## src/rtl/cache_pkg.sv

```systemverilog
// Shared types and constants for the cache-side memory arbiter.
package cache_pkg;

  localparam logic [2:0] RD_TYPE_WORD = 3'b010;
  localparam logic [2:0] RD_TYPE_LINE = 3'b100;

  typedef enum logic [1:0] {IDLE, REQ, WAIT} rd_state_t;

  typedef enum logic {OWN_I, OWN_D} owner_t;

endpackage

```

## src/rtl/cache_wr_buffer.sv

```systemverilog
// One-entry staging buffer for dcache writebacks, with a line-address
// compare used to hold back dcache reads to a line still being written.
module cache_wr_buffer #(
  parameter int ADDR_W   = 32,
  parameter int LINE_OFF = 4
) (
  input  logic                       clock,
  input  logic                       resetn,
  input  logic                       en,
  input  logic                       wr_req,
  input  logic [2:0]                 wr_type,
  input  logic [ADDR_W-1:0]          wr_addr,
  input  logic [3:0]                 wr_wstrb,
  input  logic [127:0]               wr_data,
  output logic                       wr_rdy,
  output logic                       m_wr_req,
  output logic [2:0]                 m_wr_type,
  output logic [ADDR_W-1:0]          m_wr_addr,
  output logic [3:0]                 m_wr_wstrb,
  output logic [127:0]               m_wr_data,
  input  logic                       m_wr_rdy,
  input  logic [ADDR_W-LINE_OFF-1:0] rd_line,
  output logic                       hit_line
);

  logic                 wb_valid_q, wb_valid_d;
  logic [2:0]           wb_type_q, wb_type_d;
  logic [ADDR_W-1:0]    wb_addr_q, wb_addr_d;
  logic [3:0]           wb_wstrb_q, wb_wstrb_d;
  logic [127:0]         wb_data_q, wb_data_d;

  // Capture only when empty and drain only when full, so they are exclusive.
  always_comb begin
    wb_valid_d = wb_valid_q;
    wb_type_d  = wb_type_q;
    wb_addr_d  = wb_addr_q;
    wb_wstrb_d = wb_wstrb_q;
    wb_data_d  = wb_data_q;
    if (en && wr_req && !wb_valid_q) begin
      wb_valid_d = 1'b1;
      wb_type_d  = wr_type;
      wb_addr_d  = wr_addr;
      wb_wstrb_d = wr_wstrb;
      wb_data_d  = wr_data;
    end else if (wb_valid_q && m_wr_rdy) begin
      wb_valid_d = 1'b0;
    end
  end

  always_ff @(posedge clock or negedge resetn) begin
    if (!resetn) begin
      wb_valid_q <= 1'b0;
      wb_type_q  <= '0;
      wb_addr_q  <= '0;
      wb_wstrb_q <= '0;
      wb_data_q  <= '0;
    end else begin
      wb_valid_q <= wb_valid_d;
      wb_type_q  <= wb_type_d;
      wb_addr_q  <= wb_addr_d;
      wb_wstrb_q <= wb_wstrb_d;
      wb_data_q  <= wb_data_d;
    end
  end

  assign wr_rdy     = en & ~wb_valid_q;
  assign m_wr_req   = wb_valid_q;
  assign m_wr_type  = wb_type_q;
  assign m_wr_addr  = wb_addr_q;
  assign m_wr_wstrb = wb_wstrb_q;
  assign m_wr_data  = wb_data_q;
  assign hit_line   = wb_valid_q && (rd_line == wb_addr_q[ADDR_W-1:LINE_OFF]);

endmodule

```

## src/rtl/cache_mem_arbiter.sv

```systemverilog
// Shares one memory port between icache and dcache: round-robin read
// arbitration with a single outstanding read, plus a one-entry write buffer.
module cache_mem_arbiter
  import cache_pkg::*;
#(
  parameter int ADDR_W   = 32,
  parameter int LINE_OFF = 4
) (
  input  logic              clock,
  input  logic              resetn,
  input  logic              i_rd_req,
  input  logic [2:0]        i_rd_type,
  input  logic [ADDR_W-1:0] i_rd_addr,
  output logic              i_rd_rdy,
  output logic              i_ret_valid,
  output logic              i_ret_last,
  output logic [31:0]       i_ret_data,
  input  logic              d_rd_req,
  input  logic [2:0]        d_rd_type,
  input  logic [ADDR_W-1:0] d_rd_addr,
  output logic              d_rd_rdy,
  output logic              d_ret_valid,
  output logic              d_ret_last,
  output logic [31:0]       d_ret_data,
  input  logic              d_wr_req,
  input  logic [2:0]        d_wr_type,
  input  logic [ADDR_W-1:0] d_wr_addr,
  input  logic [3:0]        d_wr_wstrb,
  input  logic [127:0]      d_wr_data,
  output logic              d_wr_rdy,
  output logic              m_rd_req,
  output logic [2:0]        m_rd_type,
  output logic [ADDR_W-1:0] m_rd_addr,
  input  logic              m_rd_rdy,
  input  logic              m_ret_valid,
  input  logic              m_ret_last,
  input  logic [31:0]       m_ret_data,
  output logic              m_wr_req,
  output logic [2:0]        m_wr_type,
  output logic [ADDR_W-1:0] m_wr_addr,
  output logic [3:0]        m_wr_wstrb,
  output logic [127:0]      m_wr_data,
  input  logic              m_wr_rdy
);

  rd_state_t         state_q, state_d;
  owner_t            owner_q, owner_d;
  logic [2:0]        rd_type_q, rd_type_d;
  logic [ADDR_W-1:0] rd_addr_q, rd_addr_d;
  logic              last_d_q, last_d_d;
  logic              run_q;
  logic              hit_line;
  logic              i_elig, d_elig;

  // run_q keeps every ready low while reset is held and for the release cycle.
  always_ff @(posedge clock or negedge resetn) begin
    if (!resetn) run_q <= 1'b0;
    else         run_q <= 1'b1;
  end

  cache_wr_buffer #(.ADDR_W(ADDR_W), .LINE_OFF(LINE_OFF)) u_wr_buffer (
    .clock      (clock),
    .resetn     (resetn),
    .en         (run_q),
    .wr_req     (d_wr_req),
    .wr_type    (d_wr_type),
    .wr_addr    (d_wr_addr),
    .wr_wstrb   (d_wr_wstrb),
    .wr_data    (d_wr_data),
    .wr_rdy     (d_wr_rdy),
    .m_wr_req   (m_wr_req),
    .m_wr_type  (m_wr_type),
    .m_wr_addr  (m_wr_addr),
    .m_wr_wstrb (m_wr_wstrb),
    .m_wr_data  (m_wr_data),
    .m_wr_rdy   (m_wr_rdy),
    .rd_line    (d_rd_addr[ADDR_W-1:LINE_OFF]),
    .hit_line   (hit_line)
  );

  assign i_elig = run_q & i_rd_req;
  assign d_elig = run_q & d_rd_req & ~hit_line;

  // On a tie the requester not granted last wins; last_d_q=1 favours icache.
  always_comb begin
    state_d   = state_q;
    owner_d   = owner_q;
    rd_type_d = rd_type_q;
    rd_addr_d = rd_addr_q;
    last_d_d  = last_d_q;
    i_rd_rdy  = 1'b0;
    d_rd_rdy  = 1'b0;
    case (state_q)
      IDLE: begin
        if (i_elig && (!d_elig || last_d_q)) begin
          i_rd_rdy  = 1'b1;
          owner_d   = OWN_I;
          rd_type_d = i_rd_type;
          rd_addr_d = i_rd_addr;
          last_d_d  = 1'b0;
          state_d   = REQ;
        end else if (d_elig) begin
          d_rd_rdy  = 1'b1;
          owner_d   = OWN_D;
          rd_type_d = d_rd_type;
          rd_addr_d = d_rd_addr;
          last_d_d  = 1'b1;
          state_d   = REQ;
        end
      end
      REQ:     if (m_rd_rdy) state_d = WAIT;
      WAIT:    if (m_ret_valid && m_ret_last) state_d = IDLE;
      default: state_d = IDLE;
    endcase
  end

  always_ff @(posedge clock or negedge resetn) begin
    if (!resetn) begin
      state_q   <= IDLE;
      owner_q   <= OWN_I;
      rd_type_q <= '0;
      rd_addr_q <= '0;
      last_d_q  <= 1'b1;
    end else begin
      state_q   <= state_d;
      owner_q   <= owner_d;
      rd_type_q <= rd_type_d;
      rd_addr_q <= rd_addr_d;
      last_d_q  <= last_d_d;
    end
  end

  assign m_rd_req    = (state_q == REQ);
  assign m_rd_type   = rd_type_q;
  assign m_rd_addr   = rd_addr_q;
  assign i_ret_valid = (state_q == WAIT) && (owner_q == OWN_I) && m_ret_valid;
  assign i_ret_last  = (state_q == WAIT) && (owner_q == OWN_I) && m_ret_last;
  assign d_ret_valid = (state_q == WAIT) && (owner_q == OWN_D) && m_ret_valid;
  assign d_ret_last  = (state_q == WAIT) && (owner_q == OWN_D) && m_ret_last;
  assign i_ret_data  = m_ret_data;
  assign d_ret_data  = m_ret_data;

endmodule

```

## config.mk

```make
export PLATFORM = sky130hd
export DESIGN_NAME = cache_mem_arbiter
export DESIGN_NICKNAME = d
export VERILOG_FILES = /design/src/rtl/cache_pkg.sv /design/src/rtl/cache_wr_buffer.sv /design/src/rtl/cache_mem_arbiter.sv
export SDC_FILE = /design/constraint.sdc
export NUM_CORES = 1
export LEC_CHECK = 0
export BUFFER_PORTS_ARGS = -buffer_cell sky130_fd_sc_hd__buf_4
export CORE_AREA = 2 2 212 214
export DETAILED_ROUTE_END_ITERATION = 8
export DIE_AREA = 0 0 214 216
export PLACE_DENSITY = 0.52
export SLEW_MARGIN = 20
export SYNTH_ARGS = -nofsm -noshare
export SYNTH_HDL_FRONTEND = slang
export SYNTH_SLANG_ARGS = --single-unit
```

## constraint.sdc

```tcl
create_clock -name clock -period 2.16 [get_ports clock]
set_input_delay 0.108 -clock clock [delete_from_list [all_inputs] [get_ports clock]]
set_output_delay 0.108 -clock clock [all_outputs]
set_load 0.1 [all_outputs]
```

## After elaboration in Yosys (flattened, before gate mapping)

Cells that the tools add are included.

- Equal/unequal tests: 6
- Multiplexer cells: 18
- Bitwise gates (word level): 7
- Reductions and logical operators: 20

Operators by type and width:

| operator | count |
|---|---|
| $mux W32 | 2 |
| $eq A28 B28 Y1 | 1 |
| $logic_and A1 B1 Y1 | 12 |
| $mux W1 | 9 |
| $mux W2 | 4 |
| $mux W3 | 2 |
| $pmux W2 S3 | 1 |
| $and A1 B1 Y1 | 4 |
| $reduce_bool A2 Y1 | 2 |
| $ne A3 B3 Y1 const B | 1 |
| $not A1 Y1 | 3 |
| $reduce_and A3 Y1 | 1 |
| $eq A2 B1 Y1 const B | 1 |
| $eq A2 B2 Y1 const B | 1 |
| $logic_not A1 Y1 | 2 |
| $logic_not A2 Y1 | 1 |
| $ne A2 B1 Y1 const B | 1 |
| $ne A2 B2 Y1 const B | 1 |
| $reduce_and A2 Y1 | 1 |
| $logic_or A1 B1 Y1 | 1 |

- Register bits after elaboration: 208
- Bits of input ports: 278
- Output and inout port bits: 275
- Word-level logic and storage cells: 62

## Depth between registers and ports, before layout

Gate-level depths: netlist of run 1.

- Depth after elaboration: 9
- Depth in mapped cells: 8
- Mapped depth without buffers: 6

## Cells and area by module

Synthesis of run 1 repeated with hierarchy kept, for this count alone.

- Cell total of the unflattened synthesis: 676
- Area total of the unflattened synthesis: 9,416.5 µm²

Modules (own cells, without submodules):

| module | times used | cells an instance | area each (µm²) | sequential area each (µm²) |
|---|---|---|---|---|
| cache_wr_buffer | 1 | 395 | 7,038.0 | 4,204.0 |
| cache_mem_arbiter | 1 | 281 | 2,378.5 | 1,002.2 |

## Least setup slack after synthesis of run 1

No wires, ideal clock.

- Kind: register -> register
- From: register u_wr_buffer.wb_addr_q[17] (netlist: u_wr_buffer.m_wr_addr[17])
- To: register owner_q
- Library setup time: 0.213 ns
- Arrival time: 3.702 ns
- Data required time: 1.947 ns
- Path slack: -1.755 ns
- Stages on the path, launching flop included: 9
- Buffers on the path: 2
- Cells stage by stage: dfrtp_1 -> xnor2_1 -> nand4_1 -> nor4_4 -> a21bo_2 -> buf_2 -> buf_2 -> nor2b_1 -> a21oi_1

- Cells in the longest elaborated chain, start to end: 9
- Elaborated cells on any way between the ends: 10

RTL lines:

| item | line | text |
|---|---|---|
| start: declaration | cache_wr_buffer.sv:28 | `logic [ADDR_W-1:0] wb_addr_q, wb_addr_d;` |
| start signal: assignment | cache_wr_buffer.sv:60 | `wb_addr_q <= wb_addr_d;` |
| $eq A28 B28 Y1 * | cache_wr_buffer.sv:72 | `assign hit_line = wb_valid_q && (rd_line == wb_addr_q[ADDR_W-1:LINE_OFF]);` |
| $logic_and A1 B1 Y1 * | cache_wr_buffer.sv:72 |  |
| $not A1 Y1 * | cache_mem_arbiter.sv:82 | `assign d_elig = run_q & d_rd_req & ~hit_line;` |
| $and A1 B1 Y1 * | cache_mem_arbiter.sv:82 |  |
| $logic_not A1 Y1 | cache_mem_arbiter.sv:95 | `if (i_elig && (!d_elig \|\| last_d_q)) begin` |
| $logic_or A1 B1 Y1 | cache_mem_arbiter.sv:95 |  |
| $logic_and A1 B1 Y1 | cache_mem_arbiter.sv:95 |  |
| $reduce_bool A2 Y1 (no line) | - |  |
| $reduce_and A2 Y1 (no line) | - |  |
| end signal: assignment | cache_mem_arbiter.sv:126 | `owner_q <= owner_d;` |
| end: declaration | cache_mem_arbiter.sv:47 | `owner_t owner_q, owner_d;` |

Mark *: on every way between the ends. The rest lies on a longest branch, timed or not.
A chain may end at the register's enable or synchronous reset.

## Final worst setup path of run 1

- From: register u_wr_buffer.wb_addr_q[8] (netlist: u_wr_buffer.m_wr_addr[8])
- To: output port i_rd_rdy

- Cells in the longest elaborated chain, start to end: 9

RTL lines:

| item | line | text |
|---|---|---|
| $eq A28 B28 Y1 | cache_wr_buffer.sv:72 |  |
| $logic_and A1 B1 Y1 | cache_wr_buffer.sv:72 |  |
| $not A1 Y1 | cache_mem_arbiter.sv:82 |  |
| $and A1 B1 Y1 | cache_mem_arbiter.sv:82 |  |
| $logic_not A1 Y1 | cache_mem_arbiter.sv:95 |  |
| $logic_or A1 B1 Y1 | cache_mem_arbiter.sv:95 |  |
| $logic_and A1 B1 Y1 | cache_mem_arbiter.sv:95 |  |
| $mux W1 | cache_mem_arbiter.sv:95 |  |
| $mux W1 | cache_mem_arbiter.sv:93 | `case (state_q)` |
| end: declaration | cache_mem_arbiter.sv:14 | `output logic i_rd_rdy,` |

No other way between the ends.

==> summary.txt, run 1 <==
Status: finished, violations left
Violations in the final reports: setup timing
Post-Syn Instances: 728
Die W: 214 µm
Min-Delay Path Depth: 3
Bufs on Longest Clock Path: 3
CTS tree: built
CP bufs+invs: 2
R2R cell count: 10
Post-synth ARST share: 1.000
Final Non-Filler Cells: 1986
NumNets Final: 1652
Chip height: 216 µm
DRC Markers: 0
Crit-path cells: xnor2_2 -> nand4_1 -> nor4_4 -> buf_4 -> a21bo_4 -> nor2b_4 -> buf_12
Most common cell in the netlist: dfrtp_1
Fin area: 17070 µm²
Post-synth top area share: 0.5363
Critical Path Sink Type: output port
Clk root buf: clkbuf_16
Fraction of layout cells with a size suffix above 1: 0.5884
Setup TNS: -11210 ps
Vias in the first global route: 9475
Most Crowded Layer GR: met2
1st-pass router iterations: 4
Critical Path Fanout Max: 3
Initial antenna violation count: 2
DPL Wire Length: 28.11 mm
Clock Pin Slew Worst Setup and Hold Paths: 60 ps
Placed Area: 13830 µm²
Hold WC Path Type: in -> reg
Critical path class: reg -> out
I/O pins: 553
Met2 usage: 0.2854
Iter 0 DRT Violations: 370
Worst Skew: 33.37 ps
Leak Pwr: 7.961 nW
Worst setup SP type: flop
Via-per-instance ratio: 4.248
Pre-CTS worst setup slack: -435.2 ps
Total die area: 46220 µm²
Setup-failing EPs final: 38
Tot Pwr: 23.42 mW
Slew headroom: 0.5995
Synthesis Warnings: 0
Synth Flop Type: dfrtp_1
Mean Syn Cell Area: 13.27 µm²
Crit-path leading delay family: simple AND/OR/NAND/NOR gates
Antenna Nets Post-Route: 0
Synth area leader: dfrtp_1
Sequential share of the synthesized area: 0.5391
Core Util, Final: 0.3894
H-tree Lvls: 1
Max incr delay on CP: 500 ps
Yosys reg bits: 208
WL per Instance: 19.39 µm
Placeable Area: 43840 µm²
Area growth syn-to-layout: 76.72%
Largest net degree at the start of global routing: 64
Arr. time, crit path: 2420 ps
Total number of vias: 8436
Worst Slack Setup Final: -368.1 ps
Wirelength, routed: 38.50 mm
Distinct cells, synth: 27
Cell Rows: 77
Inst Count DP: 1723
Power Density: 1372 nW/µm²
Maximum VDD drop: 0.9844 mV
CP max stage cell: dfrtp_4
Req. time, crit path: 2050 ps
RSZ-0062 raised after global routing: true
Worst-Margin Slew: 600.8 ps
Final Critical Period: 2528 ps
Gr usage total: 0.1609
Pins Over Slew Limit: 0
Commonest cells post-synth: dfrtp_1 (207), mux2_2 (173), buf_4 (65), nand2_1 (42), and3_1 (39)
Hold slack: 44.38 ps
M3 GR Usage: 0.05356
Max Cap Viol: 0
Num CTS Buffers: 26
Mapped Area: 9658 µm²
First-pass GRT wire length: 58.13 mm
CP Depth: 7
Top cells by area, synth: dfrtp_1 (54%), mux2_2 (20%), buf_4 (5.1%), mux2_4 (4.5%), a221o_1 (3.6%)
Final Wtd Congestion: 0.8034
Synth Net Count: 1006
M1 GR Usage: 0.1825
Fmax: 0.3955 GHz
I/O Buffers: 456
Grt total ovfl: 0
Final Hold Fails: 0
Initial Util: 0.2203
Clock sinks: 208
Post-synth EDFFs: 0
Worst skew pair latency: 570 ps
Period utilization: 1.170
-- path summary, 6_finish.rpt --
check,start,to,slack [ps]
hold reg to reg,u_wr_buffer.m_wr_data[20]$_DFFE_PN0P_,u_wr_buffer.m_wr_data[20]$_DFFE_PN0P_,500
min in group asynchronous,resetn,m_rd_addr[2]$_DFFE_PN0P_,140
hold / removal,d_rd_addr[29],m_rd_addr[29]$_DFFE_PN0P_,40
max in group asynchronous,resetn,u_wr_buffer.m_wr_addr[5]$_DFFE_PN0P_,1300
setup / recovery,u_wr_buffer.m_wr_addr[8]$_DFFE_PN0P_,i_rd_rdy,-370
setup reg to reg,u_wr_buffer.m_wr_addr[8]$_DFFE_PN0P_,m_rd_addr[5]$_DFFE_PN0P_,-330
-- per-layer routing --
metal  vias to the layer above  part of all wire
li1                       3826                 -
met1                      4149              0.38
met2                       397              0.50
met3                        64             0.083
met4                         0             0.030
met5                         -                 0
-- timing repair --
action	in CTS	in global routing
cloned	1	3
pin swaps	5	4
gates resized for setup	17	17
setup endpoints to repair	40	38
buffers inserted	2	3
hold buffers	206	0
endpoints found under the hold margin	356	0
-- registers in the layout (all words and copies together) (netlist names) --
| register | cells |
|---|---|
| last_d_q | 1 |
| owner_q | 1 |
| run_q | 1 |
| u_wr_buffer.m_wr_type | 3 |
| u_wr_buffer.m_wr_addr | 32 |
| state_q | 2 |
| m_rd_type | 3 |
| u_wr_buffer.m_wr_req | 1 |
| u_wr_buffer.m_wr_data | 128 |
| m_rd_addr | 32 |
| u_wr_buffer.m_wr_wstrb | 4 |
-- power breakdown --
group	leakage [nW]	internal [mW]	total (mW)	switching, mW
registers	2.42	5.02	5.76	0.735
logic	5.12	3.53	13.2	9.70
clock network	0.423	2.61	4.44	1.83
-- tightest hold or removal path, cell delays in order --
cell and delay (ps):
buf_4 150, a221o_1 160, mux2_4 130
-- final cells by class --
type / instances / area, µm²
diodes: 2 / 5.005
flip-flops and latches: 208 / 5285
inverters: 3 / 11.26
clock buffers: 37 / 772.0
clock inverters: 9 / 102.6
repair buffers: 729 / 6254
well taps: 592 / 740.7
multi-input cells: 406 / 3897
fillers: 4114 / 26770
-- cell usage in the layout (no fill, tap or decap), types with 6 or more instances in the layout --
cell / n
clkbuf_8: 8
dfrtp_1: 178
clkbuf_16: 28
a221o_1: 35
dfrtp_4: 17
a21oi_1: 32
mux2_4: 33
dlygate4sd3_1: 206
xnor2_1: 23
nand4_1: 6
dfrtp_2: 12
and3_1: 39
nand2_1: 40
buf_4: 502
buf_12: 14
mux2_2: 169
-- cells by family after synthesis --
logic type | after synthesis | synth area share
muxes | 202 | 0.2468
buffers and inverters | 114 | 0.07320
DFF | 208 | 0.5391
AOI/OAI and AO/OA | 79 | 0.06076
xor gates and xnor gates | 28 | 0.02539
other | 1 | 0.0003883
and+or+nand+nor | 96 | 0.05441
Power figures use the tool's default switching activity.
==> run 2, diff against run 1 <==
Settings changed: ABC_AREA set to 1, CORE_AREA 2 2 212 214 to 2 2 217 219, DIE_AREA 0 0 214 216 to 0 0 219 221, PLACE_DENSITY 0.52 to 0.51.
==> run 2 against run 1 <==
Against the previous run:
- the run still ends with setup timing left
- register-to-register slack improved by 490 ps
- area after synthesis fell by 1.2%
- die area rose by 4.7%
- setup slack improved by 150 ps
- via count rose by 2.4%
- sequential share of layout area rose by 0.33 points
- wire length fell by 6.1%
- global-route usage fell by 1.4 points
- critical path type unchanged
- critical endpoint is now d_rd_rdy
- largest cell class unchanged
- largest power group unchanged
- highest routed layer is now met5
==> summary.txt, run 2 <==
Status: finished, violations left
Violations in the final reports: setup timing
1st-pass router iterations: 6
WL per Instance: 16.54 µm
Post-synth ARST share: 1.000
I/O pins: 553
I/O Buffers: 456
Pins Over Slew Limit: 0
Most common cell in the netlist: dfrtp_1
Final Non-Filler Cells: 2186
Critical path class: reg -> out
Placeable Area: 46060 µm²
Placed Area: 13490 µm²
Power Density: 1331 nW/µm²
Synthesis Warnings: 0
DRC Markers: 0
Pre-CTS worst setup slack: 16.79 ps
Total die area: 48400 µm²
Bufs on Longest Clock Path: 3
Top cells by area, synth: dfrtp_1 (54%), mux2_2 (17%), nand2_1 (7.2%), buf_4 (5.3%), inv_1 (3.7%)
Via-per-instance ratio: 3.950
Grt total ovfl: 0
Maximum VDD drop: 0.8192 mV
Fin area: 16960 µm²
Total number of vias: 8635
Synth area leader: dfrtp_1
Leak Pwr: 8.362 nW
Clock sinks: 208
Mapped Area: 9544 µm²
Distinct cells, synth: 28
Cell Rows: 79
Worst Skew: 20.72 ps
Setup-failing EPs final: 2
Inst Count DP: 1887
Synth Flop Type: dfrtp_1
DPL Wire Length: 26.93 mm
Yosys reg bits: 208
Fraction of layout cells with a size suffix above 1: 0.4877
Chip height: 221 µm
Gr usage total: 0.1466
Slew headroom: 0.6071
Worst skew pair latency: 550 ps
Final Wtd Congestion: 0.7514
Synth Net Count: 1182
RSZ-0062 raised after global routing: true
Hold WC Path Type: in -> reg
Iter 0 DRT Violations: 319
H-tree Lvls: 1
Final Critical Period: 2374 ps
Worst Slack Setup Final: -214.5 ps
ANT cells: 0
Antenna Nets Post-Route: 0
NumNets Final: 1838
Sequential share of the synthesized area: 0.5455
Tot Pwr: 22.57 mW
Vias in the first global route: 9473
Req. time, crit path: 2050 ps
Period utilization: 1.099
Hold slack: 81.35 ps
Core Util, Final: 0.3682
Setup TNS: -400.0 ps
Critical Path Fanout Max: 3
Clk root buf: clkbuf_16
Num CTS Buffers: 26
Largest net degree at the start of global routing: 78
Post-synth EDFFs: 0
First-pass GRT wire length: 54.81 mm
Most frequent cells in the layout: buf_4 (469), dlygate4sd3_1 (242), dfrtp_1 (178)
Critical Path Sink Type: output port
Final Hold Fails: 0
Post-synth top area share: 0.5427
Clock Pin Slew Worst Setup and Hold Paths: 60 ps
Post-Syn Instances: 904
Worst setup SP type: flop
Arr. time, crit path: 2270 ps
Initial Util: 0.2072
Mean Syn Cell Area: 10.56 µm²
Max reg flops: 128
Area growth syn-to-layout: 77.69%
Initial antenna violation count: 1
Die W: 219 µm
Worst-Margin Slew: 589.4 ps
Commonest cells post-synth: dfrtp_1 (207), nand2_1 (184), mux2_2 (147), inv_1 (94), buf_4 (67)
Max Cap Viol: 0
CTS tree: built
Wirelength, routed: 36.16 mm
Fmax: 0.4211 GHz
Most common cell after layout, fill and taps aside: buf_4
## run 2: area by class of cell
class	count	area, µm²
Clock buffer	40	794.5
Clock inverter	7	88.84
Fill cell	4586	29100
Inverter	113	432.9
Multi-Input combinational cell	483	3302
Sequential cell	208	5308
Tap cell	607	759.5
Timing Repair Buffer	728	6274
## run 2: timing repair
| action | 4_1_cts | 5_1_grt |
|---|---|---|
| resized for setup | 14 | 13 |
| setup endpoints to repair | 2 | 38 |
| pin swaps | 8 | 15 |
| hold buffers | 242 | 0 |
| cloned | 0 | 0 |
| hold endpoints to repair | 365 | 0 |
| buffers inserted | 6 | 4 |
## run 2: report_power, final
group | internal [mW] | total (mW) | switching (mW)
clock network | 2.75 | 4.49 | 1.73
registers | 5.00 | 5.63 | 0.632
logic | 2.90 | 12.5 | 9.55
total | 10.7 | 22.6 | 11.9
## run 2: logic make-up (layout without fill, tap and decap cells)
family                    after synthesis  count (layout)  share of synthesized area
AOI/OAI and AO/OA                      29              29                    0.01678
and+or+nand+nor                       300             300                     0.1407
muxes                                 147             147                     0.1734
buffers and inverters                 213             888                     0.1177
xor gates and xnor gates                6               6                   0.005507
other                                   1               1                  0.0003929
DFF                                   208             208                     0.5455
## run 2: layer usage
| layer | vias to the layer above | wire length (µm) | track usage |
|---|---|---|---|
| li1 | 4116 | - | - |
| met4 | 2 | 2086 | 0.08173 |
| met2 | 347 | 17750 | 0.2549 |
| met1 | 4050 | 13370 | 0.1584 |
| met3 | 120 | 2943 | 0.04275 |
| met5 | - | 12 | 0 |
## run 2: worst max-delay path, stage by stage, from the launching register on
cell and delay [ps]:
dfrtp_4 490, nand2_1 120, nand3_1 130, nor2_1 120, nand2_1 80, nor2_2 100, nand2_2 90, nand2_2 100
a21oi_4 60, nand2_4 90, clkinvlp_4 130, buf_12 190
## run 2: worst paths after layout
kind                       slack, ps  cells after the start                                  from                                    end
max in group asynchronous       1380                      3                                resetn                   last_d_q$_DFFE_PN1P_
min                               80                      5                              i_rd_req                   last_d_q$_DFFE_PN1P_
min reg2reg                      480                      2             m_rd_addr[28]$_DFFE_PN0P_              m_rd_addr[28]$_DFFE_PN0P_
max reg2reg                      160                     14  u_wr_buffer.m_wr_addr[5]$_DFFE_PN0P_              m_rd_addr[27]$_DFFE_PN0P_
max                             -210                     11  u_wr_buffer.m_wr_addr[5]$_DFFE_PN0P_                               d_rd_rdy
min in group asynchronous        130                      2                                resetn  u_wr_buffer.m_wr_data[99]$_DFFE_PN0P_
==> run 3, diff against run 2 <==
Settings changed: PLACE_DENSITY 0.51 to 0.49, TNS_END_PERCENT set to 20.
==> run 3 against run 2 <==
Against the previous run:
- the flow still finishes with violations (setup timing)
- sequential cell count unchanged
- die area unchanged
- core utilization decreased by 0.095 points
- combinational power about the same
- highest routed layer is now met4
- clock power decreased by 4.9%
- wire length increased by 0.54%
- critical endpoint is now i_rd_rdy
- sequential power about the same
- total power decreased by 1.2%
- clock skew decreased by 4.0 ps
==> summary.txt, run 3 (synthesis gave the netlist of run 2 again) <==
Status: finished, violations left
Violations in the final reports: setup timing
Final Hold Fails: 0
Worst Slack Setup Final: -143.1 ps
Fin area: 16920 µm²
Tot Pwr: 22.30 mW
CP bufs+invs: 1
Max Cap Viol: 0
Max incr delay on CP: 500 ps
First-pass GRT wire length: 54.47 mm
Critical path class: reg -> out
Total number of vias: 8638
Register area: 5308 µm²
Power Density: 1318 nW/µm²
Reg power frac: 0.254
Cell Rows: 79
Final Critical Period: 2303 ps
Area growth syn-to-layout: 77.23%
Chip height: 221 µm
CP max stage cell: dfrtp_4
Leak Pwr: 8.343 nW
Wirelength, routed: 36.36 mm
Clk pwr share: 0.191
Critical Path Fanout Max: 4
I/O pins: 553
Initial Util: 0.2072
Max reg flops: 128
Inst Count DP: 1892
Crit path top cell by count: nand2_1
Grt total ovfl: 0
Placeable Area: 46060 µm²
# fillers: 4598
Vias in the first global route: 9509
Num CTS Buffers: 26
RSZ-0062 raised after global routing: true
Critical Path Sink Type: output port
Internal Power: 10.45 mW
CP Depth: 10
1st-pass router iterations: 4
Placed Area: 13440 µm²
Total die area: 48400 µm²
Crit-path cells: xnor2_2 -> nand2_1 -> nor2_1 -> nand2_1 -> nor2_2 -> nand2_2 -> nand3_4 -> nand2_4 -> nor2_4 -> buf_12
I/O Buffers: 456
Period utilization: 1.066
DPL Wire Length: 27.08 mm
Area of the multi-input gates: 3338 µm²
Worst-Margin Slew: 663.0 ps
Min-Delay Path Depth: 5
Clock Pin Slew Worst Setup and Hold Paths: 60 ps
Most frequent cells in the layout: buf_4 (481), dlygate4sd3_1 (242), dfrtp_1 (178)
NumNets Final: 1844
Clk root buf: clkbuf_16
WL per Instance: 16.60 µm
Setup TNS: -278.1 ps
Gr usage total: 0.1452
Crit-path leading delay family: simple AND/OR/NAND/NOR gates
Die W: 219 µm
Largest net degree at the start of global routing: 70
Bufs on Longest Clock Path: 3
H-tree Lvls: 1
Core Util, Final: 0.3672
Req. time, crit path: 2050 ps
Slew headroom: 0.5580
Initial antenna violation count: 1
Worst Skew: 16.67 ps
Setup-failing EPs final: 2
Most common cell after layout, fill and taps aside: buf_4
Antenna Nets Post-Route: 0
Fmax: 0.4342 GHz
Worst skew pair latency: 540 ps
Comb pwr share: 0.555
Maximum VDD drop: 0.9689 mV
Final Non-Filler Cells: 2190
Via-per-instance ratio: 3.944
Switch share: 0.5314
Pins Over Slew Limit: 0
Hold WC Path Type: in -> reg
R2R cell count: 13
CTS tree: built
Iter 0 DRT Violations: 275
Worst setup SP type: flop
DRC Markers: 0
Clock sinks: 208
Final Wtd Congestion: 0.7743
Arr. time, crit path: 2200 ps
Net Sw Power: 11.85 mW
Fraction of layout cells with a size suffix above 1: 0.4927
run 3: timing repair:
action / CTS / global route
hold buffers: 242 / 0
hold endpoints to repair: 264 / 0
buffers inserted: 5 / 6
gates cloned: 0 / 1
endpoints found under the setup margin: 2 / 39
resized for setup: 21 / 14
pin swaps: 9 / 12
run 3: path summary, 6_finish.rpt:
check	endpoint	slack [ps]	startpoint
worst max-delay path	i_rd_rdy	-140	u_wr_buffer.m_wr_addr[10]$_DFFE_PN0P_
worst min-delay path	owner_q$_DFFE_PN0P_	110	i_rd_req
worst max register to register	m_rd_addr[20]$_DFFE_PN0P_	160	u_wr_buffer.m_wr_addr[10]$_DFFE_PN0P_
worst min register to register	m_rd_addr[5]$_DFFE_PN0P_	480	m_rd_addr[5]$_DFFE_PN0P_
max in group asynchronous	u_wr_buffer.m_wr_addr[8]$_DFFE_PN0P_	1280	resetn
min in group asynchronous	m_rd_addr[17]$_DFFE_PN0P_	170	resetn
run 3: final cells by class:
type                       instances  share of cell area
timing repair buffer             734              0.3692
sequential                       208              0.3138
multi-input combinational        483              0.1974
clock buffer                      38             0.04594
tap                              607             0.04490
inverter                         113             0.02559
clock inverter                     5            0.002959
antenna                            2           0.0002959
run 3: stage by stage:
stage	hold slack (ps)	worst slack, ps
detailed placement	159.4	46.23
global route	110.6	-326.0
CTS	21.59	-308.2
finish	111.1	-143.1
floorplan	-187.6	15.30
global placement	154.3	38.85
run 3: worst reg2reg max path: stages (launching register included):
cell and delay [ps]:
dfrtp_4 500, xnor2_2 150, nand2_1 80, nor2_1 100, nand2_1 90, nor2_2 120
nand2_2 90, nand3_4 80, buf_4 110, buf_4 120, clkbuf_16 190, nand3_1 110
nand3_2 90, nand2_1 40
run 3: metal layers:
metal  GRT usage  vias up  share of wire
li1            -     4128              -
met1      0.1605     4094           0.38
met2      0.2559      320           0.50
met3     0.04151       96          0.080
met4     0.06604        0          0.042
met5           0        -              0
run 3: power by group through the flow:
stage	Clock, mW	Combinational (mW)	Sequential (mW)
floorplan	0	2.37	12.9
global placement	0	11.9	5.69
detailed placement	0	11.9	5.70
CTS	4.46	12.4	5.66
global route	4.62	12.8	5.79
finish	4.27	12.4	5.66
